$ cat src/rtl/wb_pkg.sv
// Wishbone B4 cycle/burst encodings, fetcher state type and the
// wrap-burst address helper shared with the RAM model.
package wb_pkg;

    localparam logic [2:0] CTI_CLASSIC = 3'b000;
    localparam logic [2:0] CTI_CONST   = 3'b001;
    localparam logic [2:0] CTI_INCR    = 3'b010;
    localparam logic [2:0] CTI_END     = 3'b111;

    localparam logic [1:0] BTE_LINEAR = 2'b00;
    localparam logic [1:0] BTE_WRAP4  = 2'b01;
    localparam logic [1:0] BTE_WRAP8  = 2'b10;
    localparam logic [1:0] BTE_WRAP16 = 2'b11;

    typedef enum logic [1:0] {
        IDLE,
        SINGLE,
        BURST
    } state_t;

    function automatic logic [1:0] bte_for_words(input int unsigned n);
        logic [1:0] bte;
        case (n)
            4:       bte = BTE_WRAP4;
            8:       bte = BTE_WRAP8;
            16:      bte = BTE_WRAP16;
            default: bte = BTE_LINEAR;
        endcase
        return bte;
    endfunction

    // Step the word index modulo n, keeping all bits above the line.
    function automatic logic [31:0] wrap_next(
        input logic [31:0] addr,
        input int unsigned n
    );
        logic [31:0] mask;
        mask = 32'((n - 1) << 2);
        return (addr & ~mask) | ((addr + 32'd4) & mask);
    endfunction

endpackage

$ cat src/rtl/wb_line_fetcher.sv
// Wishbone B4 master: single classic accesses and critical-word-first
// wrap-burst line refills, with per-beat responses and err/timeout abort.
module wb_line_fetcher
    import wb_pkg::*;
#(
    parameter int LINE_WORDS = 4,
    parameter int TIMEOUT    = 255
) (
    input  logic                          clk,
    input  logic                          rst,
    input  logic                          req_valid,
    output logic                          req_ready,
    input  logic [31:0]                   req_addr,
    input  logic                          req_we,
    input  logic                          req_line,
    input  logic [31:0]                   req_wdata,
    input  logic [3:0]                    req_sel,
    output logic                          rsp_valid,
    output logic [31:0]                   rsp_data,
    output logic [$clog2(LINE_WORDS)-1:0] rsp_idx,
    output logic                          rsp_last,
    output logic                          rsp_err,
    output logic [31:0]                   wbm_addr,
    output logic [31:0]                   wbm_dat_w,
    output logic [3:0]                    wbm_sel,
    output logic                          wbm_cyc,
    output logic                          wbm_stb,
    output logic [2:0]                    wbm_cti,
    output logic [1:0]                    wbm_bte,
    output logic                          wbm_we,
    input  logic [31:0]                   wbm_dat_r,
    input  logic                          wbm_ack,
    input  logic                          wbm_err
);

    localparam int IW = $clog2(LINE_WORDS);
    localparam int TW = (TIMEOUT > 1) ? $clog2(TIMEOUT) : 1;
    localparam logic [IW-1:0] LAST = IW'(LINE_WORDS - 1);

    state_t state;
    state_t state_nxt;

    logic [IW-1:0] beat;
    logic [IW-1:0] beat_nxt;
    logic [TW-1:0] tmo;
    logic [TW-1:0] tmo_nxt;

    logic [31:0] addr_nxt;
    logic [31:0] dat_w_nxt;
    logic [3:0]  sel_nxt;
    logic        we_nxt;
    logic [2:0]  cti_nxt;
    logic [1:0]  bte_nxt;
    logic        cyc_nxt;
    logic        stb_nxt;

    logic          rsp_valid_nxt;
    logic [31:0]   rsp_data_nxt;
    logic [IW-1:0] rsp_idx_nxt;
    logic          rsp_last_nxt;
    logic          rsp_err_nxt;

    logic          done;
    logic          tmo_hit;
    logic [IW-1:0] word_idx;
    logic          unused_bits;

    assign unused_bits = ^req_addr[1:0];
    assign word_idx    = wbm_addr[IW+1:2];
    assign req_ready   = (state == IDLE) && !rst;

    // An ack on the same edge rescues the beat from the timeout.
    assign tmo_hit = (TIMEOUT != 0) && wbm_stb && !wbm_ack &&
                     (32'(tmo) == 32'(TIMEOUT - 1));

    always_comb begin
        state_nxt     = state;
        addr_nxt      = wbm_addr;
        dat_w_nxt     = wbm_dat_w;
        sel_nxt       = wbm_sel;
        we_nxt        = wbm_we;
        cti_nxt       = wbm_cti;
        bte_nxt       = wbm_bte;
        cyc_nxt       = wbm_cyc;
        stb_nxt       = wbm_stb;
        beat_nxt      = beat;
        tmo_nxt       = tmo;
        rsp_valid_nxt = 1'b0;
        rsp_data_nxt  = rsp_data;
        rsp_idx_nxt   = rsp_idx;
        rsp_last_nxt  = 1'b0;
        rsp_err_nxt   = 1'b0;
        done          = 1'b0;

        unique case (state)
            IDLE: begin
                if (req_valid) begin
                    addr_nxt  = {req_addr[31:2], 2'b00};
                    dat_w_nxt = req_wdata;
                    cyc_nxt   = 1'b1;
                    stb_nxt   = 1'b1;
                    beat_nxt  = '0;
                    tmo_nxt   = '0;
                    if (req_we || !req_line) begin
                        state_nxt = SINGLE;
                        sel_nxt   = req_sel;
                        we_nxt    = req_we;
                        cti_nxt   = CTI_CLASSIC;
                        bte_nxt   = BTE_LINEAR;
                    end else begin
                        state_nxt = BURST;
                        sel_nxt   = 4'hF;
                        we_nxt    = 1'b0;
                        bte_nxt   = bte_for_words(LINE_WORDS);
                        cti_nxt   = (LINE_WORDS == 1) ? CTI_END : CTI_INCR;
                    end
                end
            end
            SINGLE, BURST: begin
                if (wbm_err || tmo_hit) begin
                    rsp_valid_nxt = 1'b1;
                    rsp_last_nxt  = 1'b1;
                    rsp_err_nxt   = 1'b1;
                    done          = 1'b1;
                end else if (wbm_ack) begin
                    rsp_valid_nxt = 1'b1;
                    rsp_data_nxt  = wbm_dat_r;
                    rsp_idx_nxt   = word_idx;
                    tmo_nxt       = '0;
                    if (state == SINGLE || wbm_cti == CTI_END) begin
                        rsp_last_nxt = 1'b1;
                        done         = 1'b1;
                    end else begin
                        addr_nxt = wrap_next(wbm_addr, LINE_WORDS);
                        beat_nxt = beat + 1'b1;
                        cti_nxt  = (beat_nxt == LAST) ? CTI_END : CTI_INCR;
                    end
                end else if (TIMEOUT != 0) begin
                    tmo_nxt = tmo + 1'b1;
                end
            end
            default: state_nxt = IDLE;
        endcase

        if (done) begin
            state_nxt = IDLE;
            addr_nxt  = '0;
            dat_w_nxt = '0;
            sel_nxt   = '0;
            we_nxt    = 1'b0;
            cti_nxt   = CTI_CLASSIC;
            bte_nxt   = BTE_LINEAR;
            cyc_nxt   = 1'b0;
            stb_nxt   = 1'b0;
            beat_nxt  = '0;
            tmo_nxt   = '0;
        end
    end

    always_ff @(posedge clk or posedge rst) begin
        if (rst) begin
            state     <= IDLE;
            wbm_addr  <= '0;
            wbm_dat_w <= '0;
            wbm_sel   <= '0;
            wbm_we    <= 1'b0;
            wbm_cti   <= CTI_CLASSIC;
            wbm_bte   <= BTE_LINEAR;
            wbm_cyc   <= 1'b0;
            wbm_stb   <= 1'b0;
            beat      <= '0;
            tmo       <= '0;
            rsp_valid <= 1'b0;
            rsp_data  <= '0;
            rsp_idx   <= '0;
            rsp_last  <= 1'b0;
            rsp_err   <= 1'b0;
        end else begin
            state     <= state_nxt;
            wbm_addr  <= addr_nxt;
            wbm_dat_w <= dat_w_nxt;
            wbm_sel   <= sel_nxt;
            wbm_we    <= we_nxt;
            wbm_cti   <= cti_nxt;
            wbm_bte   <= bte_nxt;
            wbm_cyc   <= cyc_nxt;
            wbm_stb   <= stb_nxt;
            beat      <= beat_nxt;
            tmo       <= tmo_nxt;
            rsp_valid <= rsp_valid_nxt;
            rsp_data  <= rsp_data_nxt;
            rsp_idx   <= rsp_idx_nxt;
            rsp_last  <= rsp_last_nxt;
            rsp_err   <= rsp_err_nxt;
        end
    end

endmodule

$ cat config.mk
export PLATFORM = sky130hd
export DESIGN_NAME = wb_line_fetcher
export DESIGN_NICKNAME = d
export VERILOG_FILES = /design/src/rtl/wb_pkg.sv /design/src/rtl/wb_line_fetcher.sv
export SDC_FILE = /design/constraint.sdc
export NUM_CORES = 1
export LEC_CHECK = 0
export BUFFER_PORTS_ARGS = -buffer_cell sky130_fd_sc_hd__buf_4
export CORE_MARGIN = 2
export CORE_UTILIZATION = 35
export CTS_CLUSTER_SIZE = 20
export DETAILED_ROUTE_END_ITERATION = 12
export PLACE_DENSITY = 0.66
export SETUP_SLACK_MARGIN = 0.02
export SLEW_MARGIN = 20
export SYNTH_ARGS = -nofsm -noshare
export SYNTH_HDL_FRONTEND = slang
export SYNTH_SLANG_ARGS = --single-unit
$ cat constraint.sdc
create_clock -name clk -period 4.54 [get_ports clk]
set_input_delay 0.454 -clock clk [delete_from_list [all_inputs] [get_ports clk]]
set_output_delay 0.454 -clock clk [all_outputs]
set_load 0.1 [all_outputs]
==> results of run 1 <==
tightest hold or removal path, stage by stage:
cell   delay, ps
buf_4        120
inv_4         50
buf_4        440
stage by stage:
stage	setup WS, ps	util, %	std cells	area, µm²
after floorplan	900.2	-	456	5129
after global placement	2096	47.74	830	6887
after detailed placement	2051	47.74	830	6887
after CTS	2059	51.69	861	7456
after global routing	1835	51.72	861	7460
final	2025	51.72	861	7460
how the worst min path moves through the flow:
| stage | startpoint | to | slack [ps] | depth (start not counted) |
|---|---|---|---|---|
| after floorplan | tmo[7] | tmo[7] | 470 | 1 |
| after detailed placement | wbm_addr[12] | wbm_addr[12] | 470 | 1 |
| after global routing | rst | wbm_addr[15] | 240 | 3 |
| after global placement | wbm_addr[27] | wbm_addr[27] | 460 | 1 |
| after CTS | rst | wbm_addr[15] | 210 | 3 |
| final | rst | wbm_addr[11] | 210 | 3 |
cell usage after synthesis, types with 8 or more instances:
master / count
clkbuf_1: 19
nand2_1: 74
nor3b_1: 28
a21oi_1: 37
a21o_1: 29
dfrtp_1: 120
nor2_1: 17
inv_1: 11
o21ai_0: 11
mux2_2: 38
buf_2: 8
final cells by class:
type | instances | area (µm²) | area share, %
clock buffers | 24 | 501.7 | 6.726
flip-flops and latches | 120 | 3003 | 40.25
inverters | 11 | 43.79 | 0.5871
clock inverters | 7 | 67.56 | 0.9057
well taps | 184 | 230.2 | 3.086
repair buffers | 223 | 1678 | 22.49
multi-input cells | 292 | 1936 | 25.95
state kept, by name (all words and copies together) (netlist names), 2 cells and up:
name and cells:
wbm_sel 4, rsp_data 32, beat 2, wbm_addr 30, rsp_idx 2, tmo 8, wbm_dat_w 32, state 2
wbm_cti 2
cells by family (layout without fill, tap and decap cells):
| kind of cell | Yosys count | count (layout) | share of synthesized area, % |
|---|---|---|---|
| mux | 38 | 38 | 8.356 |
| other cells | 1 | 3 | 0.07323 |
| buf+inv | 44 | 265 | 3.934 |
| flops | 120 | 120 | 58.64 |
| simple gates | 144 | 144 | 13.85 |
| compound gates | 101 | 101 | 13.68 |
| fa+ha+maj | 6 | 6 | 1.466 |
metal layers:
metal	part of all wire [%]	GRT usage [%]
met4	1.4	5.098
met3	7.6	6.547
met1	41	20.95
met5	0	0
met2	50	27.33
==> summary.md, run 1 <==
| Metric | Value |
|---|---|
| Synth Cell Area | 5121 µm² |
| Inserted Diodes | 0 |
| IO Count | 221 |
| Post-synth EDFFs | 0 |
| Post-CTS Hold Fix Bufs | 0 |
| Crit. path cell count | 8 |
| Clock buffer count from CTS | 17 |
| Period utilisation layout | 55.40% |
| Type of the most critical hold path | in2async |
| FF+latch count, synth | 120 |
| H-tree levels | 4 |
| Least-Margin Pin Slew | approximately 720 ps |
| Reg-to-reg slack, setup | 2020 ps |
| CP startpoint | state[0] |
| Max Freq | 397.6 MHz |
| Seq/Total Area, Yosys | 58.64% |
| Die area | 15620 µm² |
| FFs w/ async S/R, synth | 100.0% |
| Synth Area per Inst | around 11 µm² |
| Outcome | finished, final reports clean |
| Period minus WS final | 2515 ps |
| Yosys top cell by area | dfrtp_1 |
| Synth top area cells | dfrtp_1 (59%), mux2_2 (8.4%), nand2_1 (5.4%) |
| First-pass GRT wire length | 21.27 mm |
| Root Buffer | clkbuf_16 |
| CP max FO | 44 |
| Total grt overflow | 0 |
| Routed Antenna Nets | 0 |
| # rows | 44 |
| HPWL Detailed | between 9 and 10 mm |
| Ratio of cells with drive above 1 in the final layout | 44.90% |
| Top cell type's share of synthesized area | between 50% and 60% |
| Vias per cell | ~4.9 |
| Largest net degree at the start of global routing | 79 |
| Starting Density | a little over a third |
| Yosys cell types | 42 |
| Synthesized instance count | 454 |
| RSZ-0062 raised after global routing | no |
| Initial DRC count | around 150 |
| Startpoint types | register |
| Crit path capture | wbm_addr[2] |
| CP arrival | 2800 ps |
| Clock sink count | 120 |
| GRT Overall Usage | 16.85% |
| R2R depth | 8 |
| Max-Cap Viols | 0 |
| Setup-failing EPs final | 0 |
| Worst path top cell family by delay | compound AO/OA/AOI/OAI gates |
| Drt wl/cell | 15.30 µm |
| Top_reg_cell synth | dfrtp_1 |
| R2R Path Start | state[0] |
| Core area | 14420 µm² |
| Clk_lat worst skew | 410 ps |
| Commonest cells after routing, fill and taps aside | buf_4 (222), dfrtp_1 (120), nand2_1 (73) |
| Leading cell type in the layout, fill and taps excluded | buf_4 |
| Antenna violations before repair | 0 |
| CP Capture Type | register |
| Post-CTS setup buffer count | 0 |
| DR vias | 4236 |
| # DRC | 0 |
| Slew headroom | roughly half |
| Drt first pass iters | 4 |
| Port Buf Inserts | 215 |
| DRT Wirelength | between 10 and 15 mm |
| Final max-slew violation count | 0 |
| Worst path buffer plus inverter count | 2 |
| CTS tree | done |
| WS Path Type | reg2reg |
| Hold_ws | just over 200 ps |
| Final Net Count | between 700 and 800 |
| Yosys warning count | 0 |
| Post-route setup TNS | 0 ps |
| Clock buffer depth | 2 |
| Placer Congestion | 0.7947 |
| Number of global-route vias before repair | 4236 |
| Clock transition at path regs | ~50 ps |
| Area grow syn2layout | 45.66% |
| CP max-delay cell | dfrtp_1 |
| CP cell instances | inv_1 > ha_1 > buf_4 > and2b_1 > o211ai_2 > o21ai_0 > a21oi_2 > mux2_2 |
| Final Skew | between 5 and 6 ps |
| # fillers | ~1300 |
| Slowest stage delay, CP | 400 ps |
| Final Hold Vio Count | 0 |
| Resize count post-CTS | 0 |
| Die Width | about 120 µm |
| Worst r2r dst | wbm_addr[2] |
| DIE HEIGHT | 125.0 µm |
| Worst path required time | about 4800 ps |
Power of run 1 is not shown: default switching activity piles up to over one toggle a cycle in this logic, so the estimate is an artifact.
==> run 2, diff against run 1 <==
--- a/config.mk
+++ b/config.mk
@@ -10,7 +10,7 @@
 export CORE_UTILIZATION = 35
 export CTS_CLUSTER_SIZE = 20
 export DETAILED_ROUTE_END_ITERATION = 12
-export PLACE_DENSITY = 0.66
+export PLACE_DENSITY = 0.68
 export SETUP_SLACK_MARGIN = 0.02
 export SLEW_MARGIN = 20
 export SYNTH_ARGS = -nofsm -noshare
==> constraint.sdc (replaced) <==
create_clock -name clk -period 2.1 [get_ports clk]
set_input_delay 0.21 -clock clk [delete_from_list [all_inputs] [get_ports clk]]
set_output_delay 0.21 -clock clk [all_outputs]
set_load 0.1 [all_outputs]
==> summary.md, run 2 (synthesis gave the netlist of run 1 again) <==
| Metric | Value |
|---|---|
| Outcome | finished, final reports clean |
| Drt first pass iters | 4 |
| CP startpoint | tmo[0] |
| Worst r2r dst | tmo[5] |
| Number of global-route vias before repair | 4476 |
| Die area | 15620 µm² |
| Period utilisation layout | 96.84% |
| Final Hold Vio Count | 0 |
| Initial DRC count | about 200 |
| Largest registers | rsp_data: 32 flops, wbm_dat_w: 32 flops, wbm_addr: 30 flops |
| Final Skew | 7.277 ps |
| Met3 wire length | roughly 980 µm |
| Wire length on met2 | between 6 and 7 mm |
| Max-Cap Viols | 0 |
| Clock buffer count from CTS | 17 |
| Least-Margin Pin Slew | 714.0 ps |
| Final Net Count | 794 |
| DRT Wirelength | 13.78 mm |
| Clk_lat worst skew | slightly above 400 ps |
| R2R Path Start | tmo[0] |
| Hold_ws | 33.32 ps |
| R2R depth | 7 |
| CP arrival | roughly 2300 ps |
| Core area | about 14000 µm² |
| Largest net degree at the start of global routing | slightly above 40 |
| Antenna violations before repair | 0 |
| # rows | 44 |
| CP Capture Type | register |
| IO Count | 221 |
| First-pass GRT wire length | 22.19 mm |
| Clock buffer depth | 2 |
| Reg-to-reg slack, setup | 70 ps |
| Clock transition at path regs | 50 ps |
| Max Freq | 491.7 MHz |
| Worst slack at placement | 41.74 ps |
| Type of the most critical hold path | in2reg |
| Die Width | 125.0 µm |
| Area grow syn2layout | 50.65% |
| WS Path Type | reg2reg |
| HPWL Detailed | 9.808 mm |
| Total grt overflow | 0 |
| Highest metal used | met4 |
| RSZ-0062 raised after global routing | yes |
| Starting Density | 35.50% |
| Startpoint types | register |
| Met1 Wirelength | 5.557 mm |
| H-tree levels | 4 |
| Placer Congestion | slightly below 0.8 |
| DIE HEIGHT | around 120 µm |
| Drt wl/cell | 15.69 µm |
| Final max-slew violation count | 0 |
| Setup-failing EPs final | 0 |
| GRT Overall Usage | 17.57% |
| DR vias | 4271 |
| Inserted Diodes | 0 |
| Worst path required time | 2410 ps |
| Period minus WS final | 2034 ps |
| Root Buffer | clkbuf_16 |
| Routed Antenna Nets | 0 |
| Vias per cell | 4.864 |
| Commonest cells after routing, fill and taps aside | buf_4 (231), dfrtp_1 (118), nand2_1 (73) |
| Crit path capture | tmo[5] |
| Slew headroom | 52.30% |
| Leading cell type in the layout, fill and taps excluded | buf_4 |
| Min setup slack post-route | about 66 ps |
| Post-route setup TNS | 0 ps |
| CTS tree | done |
| CP max FO | 8 |
| Hold_sp | wbm_dat_r[9] |
| Clock sink count | 120 |
| Ratio of cells with drive above 1 in the final layout | 47.41% |
| # DRC | 0 |
| Port Buf Inserts | 215 |
[run 2: per-stage QoR]
stage | utilization, % | instance area (µm²) | std cells
final | 53.49 | 7715 | 878
after detailed placement | 48.86 | 7047 | 840
after CTS | 52.78 | 7614 | 873
after global routing | 53.49 | 7715 | 878
after floorplan | - | 5141 | 456
after global placement | 48.86 | 7047 | 840
[run 2: per-layer routing]
| metal | GRT usage [%] | vias to the layer above |
|---|---|---|
| met2 | 28.96 | 164 |
| met4 | 6.732 | 0 |
| li1 | - | 2003 |
| met3 | 6.247 | 26 |
| met5 | 0 | - |
| met1 | 21.22 | 2078 |
[run 2: worst max-delay path: stages, from the launching register on]
cell	delay, ps
dfrtp_1	380
inv_2	70
ha_4	120
nand4_1	220
o21ai_4	340
a41oi_4	160
or2_4	310
o41ai_2	340
[run 2: layout make-up]
type / count / area (µm²)
Sequential cell: 120 / 3005
Inverter: 11 / 45.04
Tap cell: 184 / 230.2
Clock buffer: 25 / 515.5
Multi-Input combinational cell: 292 / 2002
Fill cell: 1260 / 6709
Clock inverter: 7 / 41.29
Timing Repair Buffer: 239 / 1876
[run 2: what timing repair did]
item | CTS | global route
hold buffers | 1 | 0
hold endpoints to repair | 25 | 0
buffers inserted | 0 | 5
resized for setup | 0 | 13
endpoints found under the setup margin | 0 | 41
[run 2: worst min path at each step]
stage               cells past startpoint            to
global route                            2  rsp_data[27]
detailed placement                      2    wbm_cti[1]
floorplan                               1     rsp_valid
CTS                                     2  rsp_data[13]
finish                                  2   rsp_data[9]
global placement                        2    wbm_cti[1]
Power of run 2 is left out for the same reason.
